==> src/rtl/inst_fetch_pkg.sv <==
// Shared CPU definitions for the fetch stage and the instruction ROM.
package inst_fetch_pkg;

  typedef enum logic [1:0] {
    FETCH = 2'd0,
    LATCH = 2'd1,
    VALID = 2'd2
  } fetch_state_t;

  localparam logic [31:0] PC_INC        = 32'd4;
  localparam logic [31:0] DEF_RESET_PC  = 32'h0000_0000;
  localparam int          DEF_ADDR_W    = 8;
  localparam int          DEF_ROM_WORDS = 50;

endpackage

==> src/rtl/inst_fetch_if.sv <==
// Fetch-stage bus: ROM address/data plus the instruction handshake with control.
interface inst_fetch_if
  import inst_fetch_pkg::*;
#(
  parameter int ADDR_W = DEF_ADDR_W
);

  logic [ADDR_W-1:0] rom_addr;
  logic [31:0]       rom_inst;
  logic              inst_ack;
  logic              jbr_taken;
  logic [31:0]       jbr_target;
  logic [31:0]       inst;
  logic [31:0]       inst_pc;
  logic [31:0]       pc_plus4;
  logic              inst_valid;
  logic              fetch_err;

  modport master (
    output rom_addr, inst, inst_pc, pc_plus4, inst_valid, fetch_err,
    input  rom_inst, inst_ack, jbr_taken, jbr_target
  );

  modport slave (
    input  rom_addr, inst, inst_pc, pc_plus4, inst_valid, fetch_err,
    output rom_inst, inst_ack, jbr_taken, jbr_target
  );

endinterface

==> src/rtl/inst_fetch.sv <==
// Instruction fetch stage: owns the PC, absorbs the one-cycle ROM latency and
// holds the fetched word until control acknowledges it.
module inst_fetch
  import inst_fetch_pkg::*;
#(
  parameter logic [31:0] RESET_PC  = DEF_RESET_PC,
  parameter int          ADDR_W    = DEF_ADDR_W,
  parameter int          ROM_WORDS = DEF_ROM_WORDS
) (
  input  logic         clk,
  input  logic         resetn,
  inst_fetch_if.master bus
);

  fetch_state_t state;
  logic [31:0]  pc;
  logic [31:0]  inst_q;
  logic [31:0]  inst_pc_q;
  logic         inst_valid_q;
  logic         fetch_err_q;
  logic         pc_out_of_range;

  // Upper pc bits are dropped from the ROM address, so aliasing is flagged here.
  assign pc_out_of_range = ((pc >> 2) >= 32'(ROM_WORDS)) || (pc[31:ADDR_W+2] != '0);

  assign bus.rom_addr   = pc[ADDR_W+1:2];
  assign bus.inst       = inst_q;
  assign bus.inst_pc    = inst_pc_q;
  assign bus.pc_plus4   = inst_pc_q + PC_INC;
  assign bus.inst_valid = inst_valid_q;
  assign bus.fetch_err  = fetch_err_q;

  always_ff @(posedge clk) begin
    if (!resetn) begin
      state        <= FETCH;
      pc           <= RESET_PC;
      inst_q       <= '0;
      inst_pc_q    <= '0;
      inst_valid_q <= 1'b0;
      fetch_err_q  <= 1'b0;
    end else begin
      case (state)
        FETCH: state <= LATCH;
        LATCH: begin
          inst_q       <= bus.rom_inst;
          inst_pc_q    <= pc;
          pc           <= pc + PC_INC;
          inst_valid_q <= 1'b1;
          fetch_err_q  <= fetch_err_q | pc_out_of_range;
          state        <= VALID;
        end
        VALID: begin
          // pc already points past the held instruction; only a taken jump overrides it.
          if (bus.inst_ack) begin
            if (bus.jbr_taken) begin
              pc <= {bus.jbr_target[31:2], 2'b00};
            end
            inst_valid_q <= 1'b0;
            state        <= FETCH;
          end
        end
        default: state <= FETCH;
      endcase
    end
  end

endmodule

==> src/flat_wrapper.sv <==
// flat-port wrapper written by rule: the top's interface ports become plain ports
module inst_fetch_flat import inst_fetch_pkg::*;
#(
  parameter logic [31:0] RESET_PC  = DEF_RESET_PC,
  parameter int          ADDR_W    = DEF_ADDR_W,
  parameter int          ROM_WORDS = DEF_ROM_WORDS
)
  (clk, resetn, bus_rom_addr, bus_inst, bus_inst_pc, bus_pc_plus4, bus_inst_valid, bus_fetch_err, bus_rom_inst, bus_inst_ack, bus_jbr_taken, bus_jbr_target);
  inst_fetch_if #(.ADDR_W(ADDR_W)) bus_i ();
  input  logic clk;
  input  logic resetn;
  output wire logic [$bits(bus_i.rom_addr)-1:0] bus_rom_addr;
  output wire logic [$bits(bus_i.inst)-1:0] bus_inst;
  output wire logic [$bits(bus_i.inst_pc)-1:0] bus_inst_pc;
  output wire logic [$bits(bus_i.pc_plus4)-1:0] bus_pc_plus4;
  output wire logic [$bits(bus_i.inst_valid)-1:0] bus_inst_valid;
  output wire logic [$bits(bus_i.fetch_err)-1:0] bus_fetch_err;
  input wire logic [$bits(bus_i.rom_inst)-1:0] bus_rom_inst;
  input wire logic [$bits(bus_i.inst_ack)-1:0] bus_inst_ack;
  input wire logic [$bits(bus_i.jbr_taken)-1:0] bus_jbr_taken;
  input wire logic [$bits(bus_i.jbr_target)-1:0] bus_jbr_target;
  assign bus_rom_addr = bus_i.rom_addr;
  assign bus_inst = bus_i.inst;
  assign bus_inst_pc = bus_i.inst_pc;
  assign bus_pc_plus4 = bus_i.pc_plus4;
  assign bus_inst_valid = bus_i.inst_valid;
  assign bus_fetch_err = bus_i.fetch_err;
  assign bus_i.rom_inst = bus_rom_inst;
  assign bus_i.inst_ack = bus_inst_ack;
  assign bus_i.jbr_taken = bus_jbr_taken;
  assign bus_i.jbr_target = bus_jbr_target;
  inst_fetch #(.RESET_PC(RESET_PC), .ADDR_W(ADDR_W), .ROM_WORDS(ROM_WORDS)) u_core (.clk(clk), .resetn(resetn), .bus(bus_i));
endmodule
==> config.mk <==
export PLATFORM = sky130hd
export DESIGN_NAME = inst_fetch_flat
export DESIGN_NICKNAME = d
export VERILOG_FILES = /design/src/rtl/inst_fetch_pkg.sv /design/src/rtl/inst_fetch_if.sv /design/src/rtl/inst_fetch.sv /design/src/flat_wrapper.sv
export SDC_FILE = /design/constraint.sdc
export NUM_CORES = 1
export LEC_CHECK = 0
export BUFFER_PORTS_ARGS = -buffer_cell sky130_fd_sc_hd__buf_4
export CORE_ASPECT_RATIO = 0.75
export CORE_MARGIN = 1
export CORE_UTILIZATION = 46
export CTS_CLUSTER_DIAMETER = 60
export DETAILED_ROUTE_END_ITERATION = 10
export PLACE_DENSITY = 0.77
export SYNTH_ARGS = -nofsm -noshare
export SYNTH_HDL_FRONTEND = slang
export SYNTH_SLANG_ARGS = --single-unit
==> constraint.sdc <==
create_clock -name clk -period 1.9 [get_ports clk]
set_clock_uncertainty 0.1 [all_clocks]
set_input_delay 0.38 -clock clk [delete_from_list [all_inputs] [get_ports clk]]
set_output_delay 0.38 -clock clk [all_outputs]
set_load 0.1 [all_outputs]
Word-level counts from Yosys, hierarchy flattened
Cells that the tools add are included.
Storage, ports and cells
  memory bits (read-only): 0
  input port bits: 68
  memories kept: 0
  bits in latches: 0
  output and inout port bits: 106
  bits in registers: 100
  memory bits (writable): 0
Cells by class
  divide/modulo/power cells: 0
  multiply operators: 0
  add/sub/neg operators: 2
  shift-type cells: 0
  multiplexer cells: 7
  eq/ne operators: 4
  bitwise gates (word level): 1
  $lt $le $gt $ge: 1
  reduce and logical (&&, ||, !) cells: 6
Operator list (number)
  32-bit by 3-bit adder with 32-bit output, second input constant: 2
  32-bit two-way mux: 2
  32-bit one-hot mux with 2 select lines: 1
  30-bit by 6-bit >= comparator with 1-bit output, second input constant: 1
  22-bit nonzero test: 1
  2-bit one-hot mux with 3 select lines: 1
  2-bit inequality test, second input constant: 2
  3-bit AND reduction: 1
  2-bit by 1-bit equality test with 1-bit output, second input constant: 1
  2-bit equality test, second input constant: 1
  2-bit zero test: 1
  2-bit two-way mux: 1
  1-bit one-hot mux with 2 select lines: 1
  2-bit AND reduction: 1
  2-bit nonzero test: 1
  1-bit logical OR: 1
  1-bit two-way mux: 1
  1-bit bitwise OR: 1

Logic depth before layout (Yosys ltp)
  depth after elaboration: 3
  gate-level depth with buffers: 8

Worst setup path before layout
No wires, ideal clock.
  path kind: reg-to-output
  start: register u_core.inst_pc_q[7], in the netlist u_core.bus.inst_pc[7]
  end: output bus_pc_plus4[25]
  data arrival time: 3.892 ns
  path slack: -2.472 ns
  path buffers: 1
  required time: 1.420 ns
  cell stages (with the launch flop): 7
  cell sequence: dfxtp_1 > and4_4 > or3b_1 > buf_6 > nor3_4 > nand4_1 > xnor2_1
Between the ends
  cells in the longest elaborated chain, start to end: 1
Ends and longest elaborated chain
  from (decl): RTL line inst_fetch.sv:18  | logic [31:0] inst_pc_q;
  from (signal assigned): RTL line inst_fetch.sv:46  | inst_pc_q <= pc;
  32-bit by 3-bit adder with 32-bit output: RTL line inst_fetch.sv:29  | assign bus.pc_plus4 = inst_pc_q + PC_INC;
  to (decl): RTL line flat_wrapper.sv:15  | output wire logic [$bits(bus_i.pc_plus4)-1:0] bus_pc_plus4;
Every way passes these cells.

Worst setup path after layout
  start: register u_core.inst_pc_q[8], in the netlist u_core.bus.inst_pc[8]
  end: output bus_pc_plus4[31]
The elaborated chain is that of the path after synthesis.

==> impl_table.tex <==
\begin{tabular}{lr}
\hline
Metric & Value \\
\hline
\multicolumn{2}{l}{\textbf{Cells and area}} \\
\quad Final Instance Count excl. Fillers & 1052 \\
\quad Commonest cells after routing, fill and taps aside & buf\_4 (228), nand2\_1 (161), a21oi\_1 (94), dfxtp\_1 (64), buf\_12 (31) \\
\quad Synthesis-to-layout area growth & 73.25\% \\
\quad Layout cells sized above 1 & 0.4465 \\
\quad \# diodes & 0 \\
\quad Most common cell after layout, fill and taps aside & buf\_4 \\
\quad Number of nets at the end of the flow & 982 \\
\quad Post-route standard cell area excluding fillers & 8753 µm² \\
\multicolumn{2}{l}{\textbf{Synthesis}} \\
\quad Number of storage elements in the synthesis netlist & 96 \\
\quad Number of enable flip-flop cells after synthesis & 0 \\
\quad Fraction of synthesis flops using an asynchronous set or reset pin & 0 \\
\quad Sequential element share of the synthesized area & 0.3804 \\
\quad Post-synthesis instance total & 680 \\
\quad Post-synthesis instance area & 5052 µm² \\
\quad Commonest register cell after synthesis & dfxtp\_1 \\
\quad Ys Warns & 0 \\
\quad Number of unique standard cell types used by synthesis & 66 \\
\quad Post-Syn Area per Cell & 7.430 µm² \\
\multicolumn{2}{l}{\textbf{Timing}} \\
\quad Maximum operating frequency & 355.4 MHz \\
\quad Final setup vio count & 29 \\
\quad Rel. slew slack & 0.6619 \\
\quad Transition at the pin with the smallest max-transition slack & a little over 500 ps \\
\quad Minimum period implied by the final worst setup slack & 2814 ps \\
\quad Fin crit share & 1.481 \\
\quad Final number of hold-violating endpoints & 0 \\
\quad RSZ-0062 raised after global routing & true \\
\quad Final worst setup slack & -914.0 ps \\
\quad Worst hold-check slack & 144.3 ps \\
\quad Max-slew violation count & 0 \\
\multicolumn{2}{l}{\textbf{GRT}} \\
\quad Maximum number of pins on one net before global-route repair & 87 \\
\quad Via count of the first global-routing pass & 5686 \\
\quad First-pass GRT wire length & 27820 µm \\
\quad Total global routing track utilization & 0.3112 \\
\quad Remaining global-route overflow & 0 \\
\quad Initial antenna violation count & 0 \\
\multicolumn{2}{l}{\textbf{Critical path}} \\
\quad Worst setup EP type & output port \\
\quad Slowest cell delay on critical path & 420 ps \\
\quad Worst reg-to-reg path cell count & 7 \\
\quad Critical R2R Launch & u\_core.pc[2] \\
\quad Type of the worst setup path & reg -> out \\
\quad Critical Path Source & u\_core.bus.inst\_pc[8] \\
\quad Critical path arrival & 2330 ps \\
\quad Slowest cell on the critical path & or3b\_4 \\
\quad Crit start category & register \\
\quad Slack of the worst reg-to-reg path & -10 ps \\
\quad FF-to-FF End & u\_core.pc[25] \\
\quad Cell breakdown of the critical path & and4\_4, or3b\_4, nor3\_4, buf\_4, buf\_6, nand3\_4, xnor2\_4, buf\_12 \\
\quad Critical path data required time & $\sim$1400 ps \\
\quad Crit Path Max Fanout & 5 \\
\multicolumn{2}{l}{\textbf{Die}} \\
\quad Chip Width & roughly 120 µm \\
\quad Die outline height & 92.76 µm \\
\quad Num rows & 32 \\
\quad Die area & 11410 µm² \\
\quad Starting density of the core & 0.4816 \\
\quad Core region area & roughly 10000 µm² \\
\quad Io pins & 174 \\
\multicolumn{2}{l}{\textbf{Route}} \\
\quad Wire length after detailed routing & $\sim$18000 µm \\
\quad Detailed Routing Iterations Pass 1 & 6 \\
\quad Avg WL per Cell & 17.13 µm \\
\quad DRC & 0 \\
\quad Avg Vias per Cell & 5.690 \\
\quad Vias & between 5000 and 6000 \\
\quad Detailed Route Iter0 Violations & 667 \\
\quad Residual antenna-violating net count after detailed routing & 0 \\
\multicolumn{2}{l}{\textbf{Clock network}} \\
\quad Clock tree root driver cell & clkbuf\_16 \\
\quad Deepest clock path buffer count & 2 \\
\quad Skew-Pair Late Insertion Delay & between 300 and 400 ps \\
\quad TritonCTS buffer count & 9 \\
\quad TritonCTS clock tree & done \\
\quad Worst-path clk slew & approximately 70 ps \\
\quad Clock sink count & 96 \\
\quad Total number of H-tree levels & 3 \\
\multicolumn{2}{l}{\textbf{Power and ir drop}} \\
\quad Areal power density over the cells & 656.9 nW/µm² \\
\quad Maximum vdd ir drop & around 0.00065 V \\
\quad Leakage power figure & 3.763 nW \\
\quad Post-route total power & 5.750 mW \\
\multicolumn{2}{l}{\textbf{Placed design}} \\
\quad Routability congestion estimate & 0.8796 \\
\quad Pre-CTS setup slack & -639.7 ps \\
\quad Count of buffers from port buffering & 167 \\
\quad Half-perimeter wire length after placement & approximately 12000 µm \\
\quad Placed Area & 7612 µm² \\
\quad Placed cell count & $\sim$1000 \\
\multicolumn{2}{l}{\textbf{Hold path}} \\
\quad Worst hold path depth & 2 \\
\quad Worst hold endpoint & u\_core.bus.inst\_valid \\
\quad Hold\_sp & bus\_inst\_ack \\
\quad Class of the tightest hold or removal check & in -> reg \\
\multicolumn{2}{l}{\textbf{Status}} \\
\quad Failing checks & negative setup slack \\
\quad Run status & finished, violations left \\
\multicolumn{2}{l}{\textbf{Run}} \\
\quad Number of max-cap violations & 0 \\
\hline
\end{tabular}
==> through the flow <==
| stage | utilization | TNS [ps] |
|---|---|---|
| after floorplan | - | -19460 |
| after global placement | 0.7257 | -8787 |
| after detailed placement | 0.7257 | -9632 |
| after CTS | 0.8025 | -15880 |
| after global routing | 0.8344 | -18600 |
| final | 0.8344 | -16540 |
==> how the worst max path moves through the flow <==
stage,endpoint,slack (ps),cells past startpoint
5_1_grt,bus_pc_plus4[25],-1020,6
2_1_floorplan,bus_pc_plus4[25],-970,6
3_5_place_dp,bus_pc_plus4[25],-640,6
6_report,bus_pc_plus4[31],-910,8
3_3_place_gp,bus_pc_plus4[27],-610,6
4_1_cts,bus_pc_plus4[27],-920,6
==> cell usage after synthesis (3+ instances only) <==
| library cell | n | share of area |
|---|---|---|
| o2bb2ai_1 | 4 | 0.0069 |
| a31oi_1 | 7 | 0.0087 |
| nor4_1 | 9 | 0.011 |
| and3_1 | 10 | 0.012 |
| nor3_1 | 10 | 0.0099 |
| buf_4 | 12 | 0.018 |
| nor2_1 | 33 | 0.025 |
| nand2_1 | 169 | 0.13 |
| clkbuf_2 | 4 | 0.0040 |
| nor2b_1 | 3 | 0.0037 |
| and4_1 | 4 | 0.0069 |
| o22ai_1 | 3 | 0.0037 |
| inv_1 | 7 | 0.0052 |
| a2bb2oi_1 | 4 | 0.0069 |
| o21a_1 | 3 | 0.0045 |
| nand3_1 | 30 | 0.030 |
| ha_1 | 3 | 0.0074 |
| clkbuf_1 | 35 | 0.026 |
| xor2_1 | 13 | 0.023 |
| or3_1 | 4 | 0.0050 |
| a21oi_1 | 94 | 0.093 |
| o211ai_1 | 3 | 0.0045 |
| o21ai_0 | 16 | 0.016 |
| a211oi_1 | 7 | 0.010 |
| buf_1 | 6 | 0.0045 |
| dfxtp_1 | 96 | 0.38 |
| xnor2_1 | 16 | 0.028 |
| buf_2 | 8 | 0.0079 |
| nand4_1 | 17 | 0.021 |
| mux2i_1 | 3 | 0.0059 |
==> per-layer routing <==
| metal | vias up | share of wire | routed length, µm | GRT usage |
|---|---|---|---|---|
| met2 | 321 | 0.49 | 8889 | 0.5131 |
| met3 | 34 | 0.084 | 1515 | 0.07204 |
| li1 | 2818 | - | - | - |
| met4 | 0 | 0.015 | 262 | 0.08233 |
| met5 | - | 0 | 0 | 0 |
| met1 | 2813 | 0.41 | 7352 | 0.4070 |
==> cell type report <==
type / count / area (µm²)
Clock buffer: 11 / 242.7
Clock inverter: 5 / 63.81
Fill cell: 600 / 1737
Inverter: 7 / 26.28
Multi-Input combinational cell: 514 / 3617
Sequential cell: 96 / 2019
Tap cell: 136 / 170.2
Timing Repair Buffer: 283 / 2614
==> power by group <==
| group | total (mW) | internal (mW) | leakage [nW] | switching [mW] |
|---|---|---|---|---|
| clock | 1.91 | 1.07 | 0.147 | 0.839 |
| combinational | 1.67 | 0.502 | 2.81 | 1.17 |
| sequential | 2.17 | 2.09 | 0.802 | 0.0803 |
| total | 5.75 | 3.66 | 3.76 | 2.09 |
==> registers in the layout, indices dropped and copies added, names as in the netlist <==
register and cells:
u_core.bus.inst_valid 1, u_core.bus.inst_pc 30, u_core.bus.fetch_err 1, u_core.bus.inst 32
u_core.pc 30, u_core.state 2
==> cells by family after synthesis <==
logic type	after synthesis	synth area share
flops	96	0.3804
simple gates	311	0.2925
buf+inv	73	0.06761
fa+ha+maj	3	0.007430
mux	3	0.005944
compound gates	164	0.1951
other cells	1	0.0007422
xor+xnor	29	0.05027
==> worst max-delay path, delay by kind of cell, from the launching register on <==
family | cells | cell delay, ps
XOR/XNOR | 1 | 170
buffers and inverters | 3 | 460
flip-flops | 1 | 350
AND/OR/NAND/NOR | 4 | 990
==> timing repair <==
item	4_1_cts	5_1_grt
setup buffers	10	16
gates cloned	0	0
pin swaps	33	34
resized for setup	107	46
hold buffers	0	0
endpoints found under the setup margin	30	36
Power figures use the tool's default switching activity.
